## src/rtl/bs_mc_sequencer_if.sv

```systemverilog
// Host/datapath bundle for the Black-Scholes Monte-Carlo sequencer.
// The master side is the host plus RNG and conversion stage; the slave side is the sequencer.
interface bs_mc_sequencer_if #(
  parameter int CNT_W = 20,
  parameter int FX_W  = 64,
  parameter int ACC_W = 72
);
  logic [3:0]       cmd;
  logic [CNT_W-1:0] num_paths;
  logic             rng_valid;
  logic             issue;
  logic [FX_W-1:0]  res_din;
  logic [3:0]       status;
  logic [ACC_W-1:0] acc_out;
  logic [CNT_W-1:0] done_cnt;
  logic             overflow;

  modport master (
    output cmd, num_paths, rng_valid, res_din,
    input  issue, status, acc_out, done_cnt, overflow
  );

  modport slave (
    input  cmd, num_paths, rng_valid, res_din,
    output issue, status, acc_out, done_cnt, overflow
  );
endinterface

```

## src/rtl/bs_mc_sequencer.sv

```systemverilog
// Monte-Carlo path sequencer: issues samples into a fixed-latency datapath, tags them and sums the tagged results.
// Optional macro BS_SEQ_SAT_EN: saturating accumulator with sticky overflow; otherwise the sum wraps.
module bs_mc_sequencer #(
  parameter int         CNT_W     = 20,
  parameter int         PIPE_LAT  = 46,
  parameter int         FX_W      = 64,
  parameter int         ACC_W     = 72,
  parameter logic [3:0] CMD_RUN   = 4'd1,
  parameter logic [3:0] CMD_ACK   = 4'd2,
  parameter logic [3:0] CMD_ABORT = 4'd3
) (
  input logic               clk,
  input logic               nreset,
  bs_mc_sequencer_if.slave  bus
);

  localparam logic [1:0] ST_IDLE  = 2'd0;
  localparam logic [1:0] ST_RUN   = 2'd1;
  localparam logic [1:0] ST_DRAIN = 2'd2;
  localparam logic [1:0] ST_DONE  = 2'd3;

  logic [1:0]          state;
  logic [CNT_W-1:0]    target;
  logic [CNT_W-1:0]    issued;
  logic [CNT_W-1:0]    done_q;
  logic [ACC_W-1:0]    acc;
  logic                ovf;
  logic [PIPE_LAT-1:0] tag_line;

  logic                issue_w;
  logic                tag_out;
  logic                clear_run;
  logic [ACC_W:0]      add_res;

  // Result bit ACC_W is the overflow event for this add; always 0 when wrapping.
`ifdef BS_SEQ_SAT_EN
  function automatic logic [ACC_W:0] acc_add(input logic [ACC_W-1:0] a, input logic [FX_W-1:0] d);
    logic [ACC_W:0] sum;
    sum = {1'b0, a} + (ACC_W+1)'(d);
    if (sum[ACC_W]) acc_add = {1'b1, {ACC_W{1'b1}}};
    else            acc_add = sum;
  endfunction
`else
  function automatic logic [ACC_W:0] acc_add(input logic [ACC_W-1:0] a, input logic [FX_W-1:0] d);
    acc_add = {1'b0, a + ACC_W'(d)};
  endfunction
`endif

  assign issue_w   = (state == ST_RUN) && bus.rng_valid && (issued < target);
  assign tag_out   = tag_line[PIPE_LAT-1];
  assign add_res   = acc_add(acc, bus.res_din);
  assign clear_run = (((state == ST_RUN) || (state == ST_DRAIN)) && (bus.cmd == CMD_ABORT)) ||
                     ((state == ST_DONE) && (bus.cmd == CMD_ACK));

  always_ff @(posedge clk or negedge nreset) begin
    if (!nreset) begin
      state    <= ST_IDLE;
      target   <= '0;
      issued   <= '0;
      done_q   <= '0;
      acc      <= '0;
      ovf      <= 1'b0;
      tag_line <= '0;
    end else if (clear_run) begin
      // Abort and acknowledge both drop in-flight tags so stale results never reach the next run.
      state    <= ST_IDLE;
      target   <= '0;
      issued   <= '0;
      done_q   <= '0;
      acc      <= '0;
      ovf      <= 1'b0;
      tag_line <= '0;
    end else begin
      tag_line <= PIPE_LAT'({tag_line, issue_w});
      if (issue_w) issued <= issued + CNT_W'(1);
      if (tag_out) begin
        acc    <= add_res[ACC_W-1:0];
        ovf    <= ovf | add_res[ACC_W];
        done_q <= done_q + CNT_W'(1);
      end
      case (state)
        ST_IDLE: begin
          if (bus.cmd == CMD_RUN) begin
            target <= bus.num_paths;
            state  <= (bus.num_paths == '0) ? ST_DONE : ST_RUN;
          end
        end
        ST_RUN: begin
          if (issue_w && ((issued + CNT_W'(1)) == target)) state <= ST_DRAIN;
        end
        ST_DRAIN: begin
          if (done_q == target) state <= ST_DONE;
        end
        default: ;
      endcase
    end
  end

  assign bus.issue    = issue_w;
  assign bus.status   = {2'b00, state};
  assign bus.acc_out  = acc;
  assign bus.done_cnt = done_q;
  assign bus.overflow = ovf;

endmodule

```

## src/flat_wrapper.sv

```systemverilog
// flat-port wrapper written by rule: the top's interface ports become plain ports
module bs_mc_sequencer_flat 
#(
  parameter int         CNT_W     = 20,
  parameter int         PIPE_LAT  = 46,
  parameter int         FX_W      = 64,
  parameter int         ACC_W     = 72,
  parameter logic [3:0] CMD_RUN   = 4'd1,
  parameter logic [3:0] CMD_ACK   = 4'd2,
  parameter logic [3:0] CMD_ABORT = 4'd3
)
  (clk, nreset, bus_cmd, bus_num_paths, bus_rng_valid, bus_res_din, bus_issue, bus_status, bus_acc_out, bus_done_cnt, bus_overflow);
  bs_mc_sequencer_if #(.CNT_W(CNT_W), .FX_W(FX_W), .ACC_W(ACC_W)) bus_i ();
  input logic clk;
  input logic nreset;
  input wire logic [$bits(bus_i.cmd)-1:0] bus_cmd;
  input wire logic [$bits(bus_i.num_paths)-1:0] bus_num_paths;
  input wire logic [$bits(bus_i.rng_valid)-1:0] bus_rng_valid;
  input wire logic [$bits(bus_i.res_din)-1:0] bus_res_din;
  output wire logic [$bits(bus_i.issue)-1:0] bus_issue;
  output wire logic [$bits(bus_i.status)-1:0] bus_status;
  output wire logic [$bits(bus_i.acc_out)-1:0] bus_acc_out;
  output wire logic [$bits(bus_i.done_cnt)-1:0] bus_done_cnt;
  output wire logic [$bits(bus_i.overflow)-1:0] bus_overflow;
  assign bus_i.cmd = bus_cmd;
  assign bus_i.num_paths = bus_num_paths;
  assign bus_i.rng_valid = bus_rng_valid;
  assign bus_i.res_din = bus_res_din;
  assign bus_issue = bus_i.issue;
  assign bus_status = bus_i.status;
  assign bus_acc_out = bus_i.acc_out;
  assign bus_done_cnt = bus_i.done_cnt;
  assign bus_overflow = bus_i.overflow;
  bs_mc_sequencer #(.CNT_W(CNT_W), .PIPE_LAT(PIPE_LAT), .FX_W(FX_W), .ACC_W(ACC_W), .CMD_RUN(CMD_RUN), .CMD_ACK(CMD_ACK), .CMD_ABORT(CMD_ABORT)) u_core (.clk(clk), .nreset(nreset), .bus(bus_i));
endmodule
```

## config.mk

```make
export PLATFORM = sky130hd
export DESIGN_NAME = bs_mc_sequencer_flat
export DESIGN_NICKNAME = d
export VERILOG_FILES = /design/src/rtl/bs_mc_sequencer_if.sv /design/src/rtl/bs_mc_sequencer.sv /design/src/flat_wrapper.sv
export SDC_FILE = /design/constraint.sdc
export NUM_CORES = 1
export LEC_CHECK = 0
export ABC_CLOCK_PERIOD_IN_PS = 3200
export CAP_MARGIN = 40
export CORE_MARGIN = 2
export CORE_UTILIZATION = 60
export CTS_BUF_LIST = sky130_fd_sc_hd__clkbuf_8
export DETAILED_ROUTE_END_ITERATION = 16
export DONT_BUFFER_PORTS = 1
export GPL_TIMING_DRIVEN = 0
export PLACE_DENSITY = 0.79
export SKIP_LAST_GASP = 1
export SYNTH_ARGS = -nofsm -noshare
export SYNTH_HDL_FRONTEND = slang
export SYNTH_SLANG_ARGS = --single-unit
```

## constraint.sdc

```tcl
create_clock -name clk -period 3.2 [get_ports clk]
set_clock_uncertainty 0.05 [all_clocks]
set_input_delay 0.48 -clock clk [delete_from_list [all_inputs] [get_ports clk]]
set_output_delay 0.48 -clock clk [all_outputs]
set_load 0.005 [all_outputs]
```

==> results.md <==
* Detail Placement HPWL at ~26 mm
* CTS tree: built
* Met2 usage at 0.519
* Ys flop type: dfrtp_1
* RSZ-0062 raised after global routing: true
* Drt total wl at roughly 36 mm
* Largest cells by area after synthesis: dfrtp_1 36%, ha_1 9.0%, xor2_1 4.4%
* Sequential share of the synthesized area at 0.360
* Violated checks: negative hold slack, negative setup slack
* Final Hold Viols at 180
* DIE HEIGHT at about 150 µm
* Total of max-cap violations at 0
* Number of diodes at 0
* Worst reg-to-reg path cell count at 11
* Multi-input logic area at about 8000 µm²
* Status: finished, violations left
* Critical Path Start Type: flop
* Port bufs at 0
* WP data required at approximately 3.6 ns
* Slew headroom at 0.398
* Pleak at 0.00638 µW
* Share of cells above drive strength 1 at 0.120
* Post-synth cell types at 75
* P&R area growth vs syn at 12.1%
* Max IR drop VDD at 0.477 mV
* Placement Cell Area at 12900 µm²
* Crit path DAT at ~3.6 ns
* Area share of the largest cell type after synthesis at 0.360
* EDFF count, synth at 0
* Post-Synthesis Cells at roughly 1400
* Setup-failing EPs final at 8
* Clk sinks at 180
* Met3 GRT Util at 0.0693
* Least-Margin Pin Slew at approximately 0.9 ns
* Grt ovf at 0
* Total GRT Usage at 0.320
* Vias in the first global route at between 10000 and 15000
* Setup ws final at -0.0828 ns
* Synth Register Bits at 180
* # IOs at about 190
* Max clock buf depth at 2
* Detailed-route via count at between 10000 and 15000
* Register area at about 4500 µm²
* Clock period minus worst slack at between 3 and 4 ns
* Cell area after synthesis at roughly 12000 µm²
* CTS Buf Count at 17
* Yosys Warn Count at 0
* Final Net Count at 1646
* Drt initial violations at around 800
* DR pass1 iterations at 8
* GRT busiest layer: met2
* Number of vias per cell at about 6.5
* Num rows at 52
* Core area at 20400 µm²
* CP Max Fanout at 6
* WS Path Type: reg2reg
* Clock transition at path regs at about 0.12 ns
* Die Wd at 148 µm
* Clk_lat worst skew at 0.48 ns
* M1 GR Usage at 0.419
* Worst Setup End Kind: flop
* Achievable Freq at a little over 0.3 GHz
* Slew Viols, Final at 0
* Largest net degree at the start of global routing at 181
* Global-route wire length before repair at ~56 mm
* WHS at -0.377 ns
* Final instance area at roughly 14000 µm²
* Fillers at between 1500 and 2000
* DRC Markers at 0
* Routed Antenna Nets at 0
* Cell taking the most area after synthesis: dfrtp_1
* Hold/Removal Path Class: in2async
* Period Utilization, post-route at 1.03
* Pwr dens at approximately 620 nW/µm²
* Root Buffer: clkbuf_8
* Die ar. at roughly 22000 µm²
* Gpl congestion at 0.961
* Avg Inst Size Synth at 8.81 µm²
* Initial antenna violation count at 0
* Starting Density at 0.614
* Async SR Flop Fraction at 1.00
* H-tree depth at 4
* Drt wl/cell at around 21 µm
[report_power, final]
part / internal, µW / total (µW) / switching [µW]
Combinational: 1610 / 3730 / 2120
Clock: 622 / 1680 / 1060
Sequential: 2680 / 3230 / 543
[kinds of logic (layout without fill, tap and decap cells)]
kind of cell | Yosys count | in the layout | synth area share
xor gates and xnor gates | 122 | 122 | 0.0855
AOI/OAI and AO/OA | 340 | 340 | 0.183
and+or+nand+nor | 519 | 519 | 0.205
DFF | 180 | 180 | 0.360
muxes | 43 | 43 | 0.0345
adders and majority gates | 91 | 91 | 0.0917
buffers and inverters | 123 | 179 | 0.0395
other | 1 | 3 | 0.000300
[worst max-delay path: stages, from the launching register on]
cell and delay [ns]:
dfrtp_1 0.45, ha_1 0.31, buf_6 0.10, nand4_1 0.24, o21bai_2 0.27, a221o_1 0.23, a21oi_4 0.06, a2111o_1 0.43
a21o_4 0.26, a211o_4 0.37, a2111o_1 0.37, o21ai_1 0.07
[worst paths after layout]
check                                                   start                                  to  slack [ns]
min in group clk                             bus_num_paths[9]        u_core.target[9]$_DFFE_PN0P_        0.08
setup reg to reg           u_core.bus.acc_out[11]$_DFFE_PN0P_  u_core.bus.acc_out[71]$_DFFE_PN0P_       -0.08
max in group asynchronous                              nreset        u_core.target[8]$_DFFE_PN0P_        3.18
setup / recovery           u_core.bus.acc_out[11]$_DFFE_PN0P_  u_core.bus.acc_out[71]$_DFFE_PN0P_       -0.08
hold / removal                                         nreset  u_core.bus.acc_out[18]$_DFFE_PN0P_       -0.38
hold reg to reg                 u_core.tag_line[35]$_DFF_PN0_       u_core.tag_line[36]$_DFF_PN0_        0.41
[placed cells by master (no fill, tap or decap), drive strengths merged, types with 57 or more instances in the layout]
cell,instances
a21oi,95
nor2,140
buf,58
clkbuf,62
xor2,63
xnor2,59
ha,90
nand2,113
o21ai,57
dfrtp,180
[final cells by class]
cell class / instances / share of cell area
inverters: 44 / 0.0118
clock buffers: 17 / 0.0167
plain buffers: 68 / 0.0225
clock inverters: 15 / 0.0139
flip-flops and latches: 180 / 0.322
well taps: 270 / 0.0241
repair buffers: 35 / 0.0196
multi-input cells: 1118 / 0.569
[per-stage QoR]
step                power (µW)   util  std cells  setup TNS [ns]  worst slack [ns]
floorplan                 5570      -       1421               0             0.169
global placement          6320  0.631       1691           -8.22            -0.319
detailed placement        6430  0.632       1693          -12.30            -0.371
CTS                       8320  0.664       1729          -0.350            -0.164
global route              9150  0.688       1747           -1.61            -0.185
finish                    8640  0.688       1747          -0.282           -0.0828
[synthesized netlist by cell type, drive strengths merged (19+ instances only)]
library cell,n
and2,46
nor3,31
nand3,53
buf,23
o21bai,19
inv,44
mux2i,42
nand2,113
o21ai,57
a22o,20
and3,21
xnor2,59
a21o,36
xor2,63
dfrtp,180
clkbuf,56
a21oi,95
nor2,140
nand4,48
ha,90
[what timing repair did]
action | in CTS | in global routing
endpoints found under the hold margin | 180 | 180
pin swaps | 16 | 31
setup endpoints to repair | 95 | 89
setup buffers | 9 | 24
resized for setup | 33 | 86
[state kept, by name, summed over array words and instances, names as in the netlist]
signal / count
u_core.issued: 20
u_core.target: 20
u_core.state: 2
u_core.bus.done_cnt: 20
u_core.tag_line: 46
u_core.bus.acc_out: 72
[layer usage]
metal | up-vias | wire length, µm
li1 | 5194 | -
met1 | 5490 | 14800
met2 | 558 | 17200
met3 | 112 | 3030
met4 | 0 | 1380
met5 | - | 0
Power figures use the tool's default switching activity.
